==> src/rtl/dec5t32_en.sv <==
// Registered 5-to-32 one-hot decoder with active-high enable.
// Ports: clk, rst (async, active-high), I[4:0], En -> Y[31:0], Y_next[31:0], Valid.
module dec5t32_en #(
  parameter bit OUT_ACTIVE_LOW = 1'b0,
  parameter bit REGISTERED     = 1'b1
) (
  input  logic        clk,
  input  logic        rst,
  input  logic [4:0]  I,
  input  logic        En,
  output logic [31:0] Y,
  output logic [31:0] Y_next,
  output logic        Valid
);

  localparam logic [31:0] INACT = OUT_ACTIVE_LOW ? 32'hFFFF_FFFF : 32'h0;

  logic [31:0] onehot_d;
  logic        valid_q;

  // En=0 leaves every line inactive whatever I holds.
  always_comb begin
    onehot_d = 32'h0;
    if (En) onehot_d[I] = 1'b1;
  end

  assign Y_next = OUT_ACTIVE_LOW ? ~onehot_d : onehot_d;

  always_ff @(posedge clk or posedge rst) begin
    if (rst) valid_q <= 1'b0;
    else     valid_q <= En;
  end

  assign Valid = valid_q;

  generate
    if (REGISTERED) begin : g_reg
      logic [31:0] y_q;

      // Whole-word capture: never a mixed or two-hot value.
      always_ff @(posedge clk or posedge rst) begin
        if (rst) y_q <= INACT;
        else     y_q <= Y_next;
      end

      assign Y = y_q;
    end else begin : g_comb
      assign Y = Y_next;
    end
  endgenerate

endmodule

==> config.mk <==
export PLATFORM = sky130hd
export DESIGN_NAME = dec5t32_en
export DESIGN_NICKNAME = d
export VERILOG_FILES = /design/src/rtl/dec5t32_en.sv
export SDC_FILE = /design/constraint.sdc
export NUM_CORES = 1
export LEC_CHECK = 0
export BUFFER_PORTS_ARGS = -buffer_cell sky130_fd_sc_hd__buf_2
export CAP_MARGIN = 10
export CORE_MARGIN = 5
export CORE_UTILIZATION = 45
export CTS_BUF_LIST = sky130_fd_sc_hd__clkbuf_8
export DETAILED_ROUTE_END_ITERATION = 7
export GPL_TIMING_DRIVEN = 1
export MAX_ROUTING_LAYER = met4
export PLACE_DENSITY = 0.84
export SLEW_MARGIN = 30
export SYNTH_ARGS = -nofsm -noshare
export SYNTH_HDL_FRONTEND = slang
export SYNTH_SLANG_ARGS = --single-unit
==> constraint.sdc <==
create_clock -name clk -period 2.55 [get_ports clk]
set_input_delay 0.255 -clock clk [delete_from_list [all_inputs] [get_ports clk]]
set_output_delay 0.255 -clock clk [all_outputs]
set_load 0.1 [all_outputs]
* Yosys cells after proc, flatten, opt, wreduce, memory -nomap -nowiden *
Cells that the tools add are included.

storage, ports and cells
  output and inout bits = 65
  bits of input ports = 8
  flip-flop bits (word level) = 33
  logic and storage cells = 8

cells by class
  muxes and demuxes = 3
  reductions and logical operators = 1
  $lt $le $gt $ge = 2

operators with widths
  kind                                                                                 count
  32-bit 2-to-1 mux                                                                    1
  5-bit by 6-bit less-than comparator with 1-bit output, second input constant         1
  1-bit demux with 5-bit select                                                        1
  5-bit by 1-bit greater-or-equal comparator with 1-bit output, second input constant  1
  1-bit logical AND                                                                    1
  1-bit 2-to-1 mux                                                                     1

* Logic depth before layout (Yosys ltp) *
Gate-level depths: netlist (run 1).

  depth in word-level cells = 5
  gate-level depth with buffers = 3
  gate-level depth less buffers = 2

* Least setup slack after synthesis (run 1) *
OpenSTA, ideal clock, no wires.

  kind = input-to-reg
  start = in I[2]
  end = reg g_reg.y_q[0] (netlist: Y[0])
  stages = 2
  arrival = 2.135 ns
  path buffers = 0
  data required time = 2.284 ns
  slack = 0.150 ns
  setup time = 0.266 ns
  cell sequence = or4b_1 > nor2_1

between the ends
  longest elaborated chain between the ends = 5
  elaborated cells between the ends (all ways) = 6
  classes of those cells = 2 x order compare; 3 x mux; 1 x reduce/logical

ends and longest elaborated chain
  what                                                                                                                                                         line  source
  start, declared                                                                                                                                              9     input logic [4:0] I,
  5-bit by 6-bit less-than comparator with 1-bit output (implied by the code) or 5-bit by 1-bit greater-or-equal comparator with 1-bit output (tied branches)  24    if (En) onehot_d[I] = 1'b1;
  1-bit logical AND (implied by the code)                                                                                                                      24
  1-bit 2-to-1 mux (implied by the code)                                                                                                                       24
  1-bit demux with 5-bit select *                                                                                                                              24
  32-bit 2-to-1 mux *                                                                                                                                          24
  net Y_next[0]                                                                                                                                                12    output logic [31:0] Y_next,
  end signal, assigned                                                                                                                                         43    else y_q <= Y_next;
  end, declared                                                                                                                                                38    logic [31:0] y_q;

The timed path passes the listed nets; every way through them passes the cells marked *.

* Worst setup path in the final report (run 1) *
  start = in I[2]
  end = out Y_next[2]

between the ends
  longest elaborated chain between the ends = 5
  elaborated cells between the ends (all ways) = 6
  classes of those cells = 2 x order compare; 3 x mux; 1 x reduce/logical

ends and longest elaborated chain
  what                                                                                                                                                         line
  5-bit by 6-bit less-than comparator with 1-bit output (implied by the code) or 5-bit by 1-bit greater-or-equal comparator with 1-bit output (tied branches)  24
  1-bit logical AND (implied by the code)                                                                                                                      24
  1-bit 2-to-1 mux (implied by the code)                                                                                                                       24
  1-bit demux with 5-bit select *                                                                                                                              24
  32-bit 2-to-1 mux *                                                                                                                                          24
  end, declared                                                                                                                                                12

Mark *: on every way between the ends. The rest lies on a longest branch, timed or not.

==> flow_summary.toml, run 1 <==
[status]
status = "finished clean"

[cells_and_area]
final_cell_area_um2 = 1550
layout-drive-gt1-share = 0.516
nFillCells = 157
diodes = 0
areaGrowthSynthToFinish_pct = 46.5
layout.nets = 166

[synth]
synth_area_um2 = 1060
synth-main-ff-cell = "dfrtp_1"
yosys_warnings = 0
synthDistinctLibCells = 11
synth_top_area_frac = 0.779
synthesis.instances = 81
synth_async_sr_flop_share = 1.00
synth_edf_count = 0
yosysMostFrequentCell = "dfrtp_1"
synth_common_cells = "33 x dfrtp_1, 32 x nor2_1, 3 x clkbuf_1, 3 x nand4b_1, 3 x nand4bb_1"
synth_top_area_cell = "dfrtp_1"
avgSynthCellArea_um2 = 13.1
yosys_register_bits = 33
synthTopCellsByArea = "dfrtp_1 78%, nor2_1 11%, nand4bb_1 3.2%"
ys_seq_area_frac = 0.779
synth_nets = 89

[power_and_ir_drop]
ir_drop_mv = 0.606
p_leak_nw = 0.970
powerDensity_nw_per_um2 = 696

[cts]
numCtsBuffers = 5
clockBufferDepth = 2
cts_root_buffer = "clkbuf_8"
clk_pin_slew_worst_paths_ns = 0.06
htreeDepth = 2
cts_hold_buf = 0
clock_sinks = 33
cts_tree = "done"
cts_setup_buffers = 0
postCtsResizedCells = 0

[timing]
finalSetupTns_ns = 0
setup-violations-final = 0
worst_pin_slew_ns = 0.499
grt_setup_unrepaired = "false"
period_share = 0.740
maxSlewViolCount = 0
slew_headroom = 0.670
hold_viol = 0
holdWs_ns = 0.0475
clock.fmax_mhz = 530
layout_min_cycle_time_ns = 1.89

[drt]
dr.pass1.iters = 4
post_drt_wl_per_cell_um = 14.6
vias = 880
initialDrtViolationCount = 14
vias_per_cell = 4.71
drc = 0
drt-total-wl_um = 2730
ant_nets = 0

[grt]
antenna_found_initial = 0
first_global_vias = 989
grt_pass1_wl_um = 4490
grt_max_degree = 34
grt_usage = 0.182
grt_overflow = 0

[die]
core_um2 = 2230
start_util = 0.475
dieArea_um2 = 3430
fp-row-count = 17
dieHeight_um = 58.5
ios = 73
die_x_um = 58.5

[critical_path]
required_ns = 2.30
critPathKind = "input pin to output port"
cpPeakStageDelay_ns = 0.60
slowest_stage = "or4b_1"
cpMostUsedCell = "buf_2"
start_kind = "input pin"
cp_max_fo = 8
cp_cell_sequence = "buf_2 -> or4b_1 -> nor2_1 -> buf_2"
crit_arrival_ns = 1.63
crit_path_end_kind = "output port"

[place]
port-buffer-count = 72
hpwl_um = 2000
place_area_um2 = 1450
place.gp.congestion = 0.739

[job]
cap_violations = 0

[hold_path]
min_path_type = "input pin to async pin"
-- kinds of logic after synthesis --
logic type | share of synthesized area
buffers and inverters | 0.0142
DFF | 0.779
and+or+nand+nor | 0.207
-- layout by cell type (no fill, tap or decap) --
| cell type | n |
|---|---|
| nand4_1 | 1 |
| nand4b_1 | 3 |
| clkinv_2 | 1 |
| inv_1 | 1 |
| buf_2 | 72 |
| nand4bb_1 | 3 |
| nand2_1 | 1 |
| or2_2 | 1 |
| dfrtp_1 | 33 |
| nor2_1 | 32 |
| buf_4 | 1 |
| or4b_1 | 1 |
| nand2b_1 | 2 |
| clkbuf_8 | 7 |
-- layer usage --
metal  track usage  vias to the layer above  wire, um
li1              -                      415         -
met1         0.206                      410      1050
met2         0.274                       47      1370
met3        0.0614                        8       247
met4         0.119                        0        61
met5             -                        -         0
-- state kept, by name, indices dropped and copies added (netlist names) --
signal and count:
Y 32, Valid 1
-- through the flow --
stage	worst slack, ns	cells	util	total power [mW]
after CTS	0.663	187	0.695	1.08
final	0.662	187	0.695	1.08
after detailed placement	0.660	179	0.650	0.675
after global routing	0.563	187	0.695	1.12
after global placement	0.723	179	0.650	0.673
after floorplan	0.150	81	-	0.645
-- report_power, final --
| part | leakage (nW) | internal, mW | switching (mW) |
|---|---|---|---|
| sequential | 0.457 | 0.529 | 0.00120 |
| clock | 0.0542 | 0.244 | 0.172 |
| combinational | 0.459 | 0.0184 | 0.116 |
-- worst max-delay path, delay by kind of cell --
kind / cells / cell delay [ns]
and+or+nand+nor: 2 / 0.78
buffers and inverters: 2 / 0.59
-- final timing paths --
check,startpoint,cells after the start,end,slack (ns)
min in group clk,En,1,Valid,0.19
max in group asynchronous,rst,3,Y[23],2.21
min,rst,3,Y[0],0.05
max,I[2],4,Y_next[2],0.66
-- final cells by class --
cell class	instances	area (um^2)	area share
Sequential cell	33	826	0.532
Timing Repair Buffer	73	368	0.237
Multi-Input combinational cell	44	219	0.141
Clock buffer	7	96.3	0.0620
Tap cell	28	35.0	0.0226
Clock inverter	1	5.00	0.00322
Inverter	1	3.75	0.00242
Note: power is estimated with default switching activity, not from simulation.
==> run 2: changes to the inputs <==
- CORE_UTILIZATION: 45 -> 38
- PLACE_DENSITY: 0.84 -> 0.76
- clock period: 2.55 -> 1.69 ns (I/O delays scaled with it)
==> flow_summary.toml, run 2 (synthesized netlist as in run 1, its figures left out) <==
[status]
status = "finished clean"

[cells_and_area]
multi_input_area_um2 = 251
final_cell_area_um2 = 2090
seqCellArea_um2 = 826
diodes = 0
mostFrequentLayoutCells = "41 x buf_2, 33 x dfrtp_1, 32 x buf_12, 25 x nor2_1, 6 x clkbuf_8"
layout.nets = 171
areaGrowthSynthToFinish_pct = 97.4
nFillCells = 174
largest_reg_flops = 32
layout-drive-gt1-share = 0.558
stdcell_count = 194
layout_commonest_cell = "buf_2"

[timing]
slew_headroom = 0.632
maxSlewViolCount = 0
worst_pin_slew_ns = 0.551
clock.fmax_mhz = 615
layout_min_cycle_time_ns = 1.63
period_share = 0.962
grt_setup_unrepaired = "false"
setup-violations-final = 0
hold_viol = 0

[grt]
first_global_vias = 1093
grt_usage = 0.196
antenna_found_initial = 0
grt_pass1_wl_um = 5710
grt_overflow = 0
grt_max_degree = 21

[cts]
cts_tree = "done"
clk_pin_slew_worst_paths_ns = 0.06
clockBufferDepth = 2
numCtsBuffers = 5
htreeDepth = 2
postCtsResizedCells = 0
cts_root_buffer = "clkbuf_8"
clock_sinks = 33

[power_and_ir_drop]
powerDensity_nw_per_um2 = 781
p_leak_nw = 1.07
ir_drop_mv = 0.778

[place]
hpwl_um = 2780
place.gp.congestion = 0.706
place_inst = 186
place_area_um2 = 2000
port-buffer-count = 72

[critical_path]
crit_arrival_ns = 1.46
cp_max_fo = 4
slowest_stage = "or4b_1"
cpPeakStageDelay_ns = 0.73
cp_cell_sequence = "buf_2 -> or4b_1 -> nor2_2 -> buf_12"
crit_path_end_kind = "output port"
start_kind = "input pin"
critPathKind = "input pin to output port"
required_ns = 1.52

[drt]
vias = 939
drt-total-wl_um = 3380
post_drt_wl_per_cell_um = 17.4
drc = 0
vias_per_cell = 4.84
dr.pass1.iters = 4
initialDrtViolationCount = 19
ant_nets = 0

[hold_path]
min_path_type = "input pin to flip-flop"
hold_depth = 2

[die]
core_um2 = 2710
start_util = 0.391
dieArea_um2 = 3950
fp-row-count = 19
ios = 73
dieHeight_um = 62.8
die_x_um = 62.8

[job]
cap_violations = 0
run 2: cell count changes in the layout (fill, tap and decap cells not counted), moves of 3 or more:
cell    change
buf_4       +3
buf_2      -31
buf_12     +32
nor2_1      -7
nor2_2      +4
nor2_4      +3
run 2: path summary, 6_finish.rpt:
path,slack [ns],end,startpoint
min in group asynchronous,0.49,Y[8],rst
min,0.16,Valid,En
max in group asynchronous,0.71,Y[4],rst
max,0.06,Y_next[0],I[2]
run 2: timing repair:
action | in CTS | in global routing
buffers inserted | 0 | 0
hold buffers | 1 | 0
hold endpoints to repair | 13 | 0
run 2: critical path: cells and delay by family:
family	cells	cell delay, ns
simple gates	2	0.98
buf+inv	2	0.31
run 2: per-stage QoR:
step | util | TNS, ns | setup WS, ns | total power [mW] | hold WS, ns
detailed placement | 0.736 | 0 | 0.0645 | 1.07 | 0.244
finish | 0.772 | 0 | 0.0645 | 1.63 | 0.159
global route | 0.772 | 0 | 0.0171 | 1.70 | 0.170
floorplan | - | -17.42 | -0.506 | 0.978 | 0.200
CTS | 0.772 | 0 | 0.0645 | 1.64 | 0.158
global placement | 0.736 | 0 | 0.122 | 1.06 | 0.229
run 2: layout make-up:
type	count	area share
flip-flops and latches	33	0.395
inverters	1	0.00179
clock buffers	6	0.0395
well taps	31	0.0185
multi-input cells	44	0.120
clock inverters	1	0.00179
repair buffers	78	0.423
run 2: power breakdown:
group	total, mW	internal, mW	switching [mW]
combinational	0.250	0.0611	0.189
sequential	0.801	0.798	0.00206
clock	0.584	0.317	0.267
total	1.63	1.18	0.458
run 2: per-layer routing:
layer | vias to the layer above | global-route usage | wire, um
li1 | 422 | - | -
met1 | 463 | 0.200 | 1110
met2 | 48 | 0.339 | 1880
met3 | 6 | 0.0989 | 361
met4 | 0 | 0.0371 | 31
met5 | - | - | 0
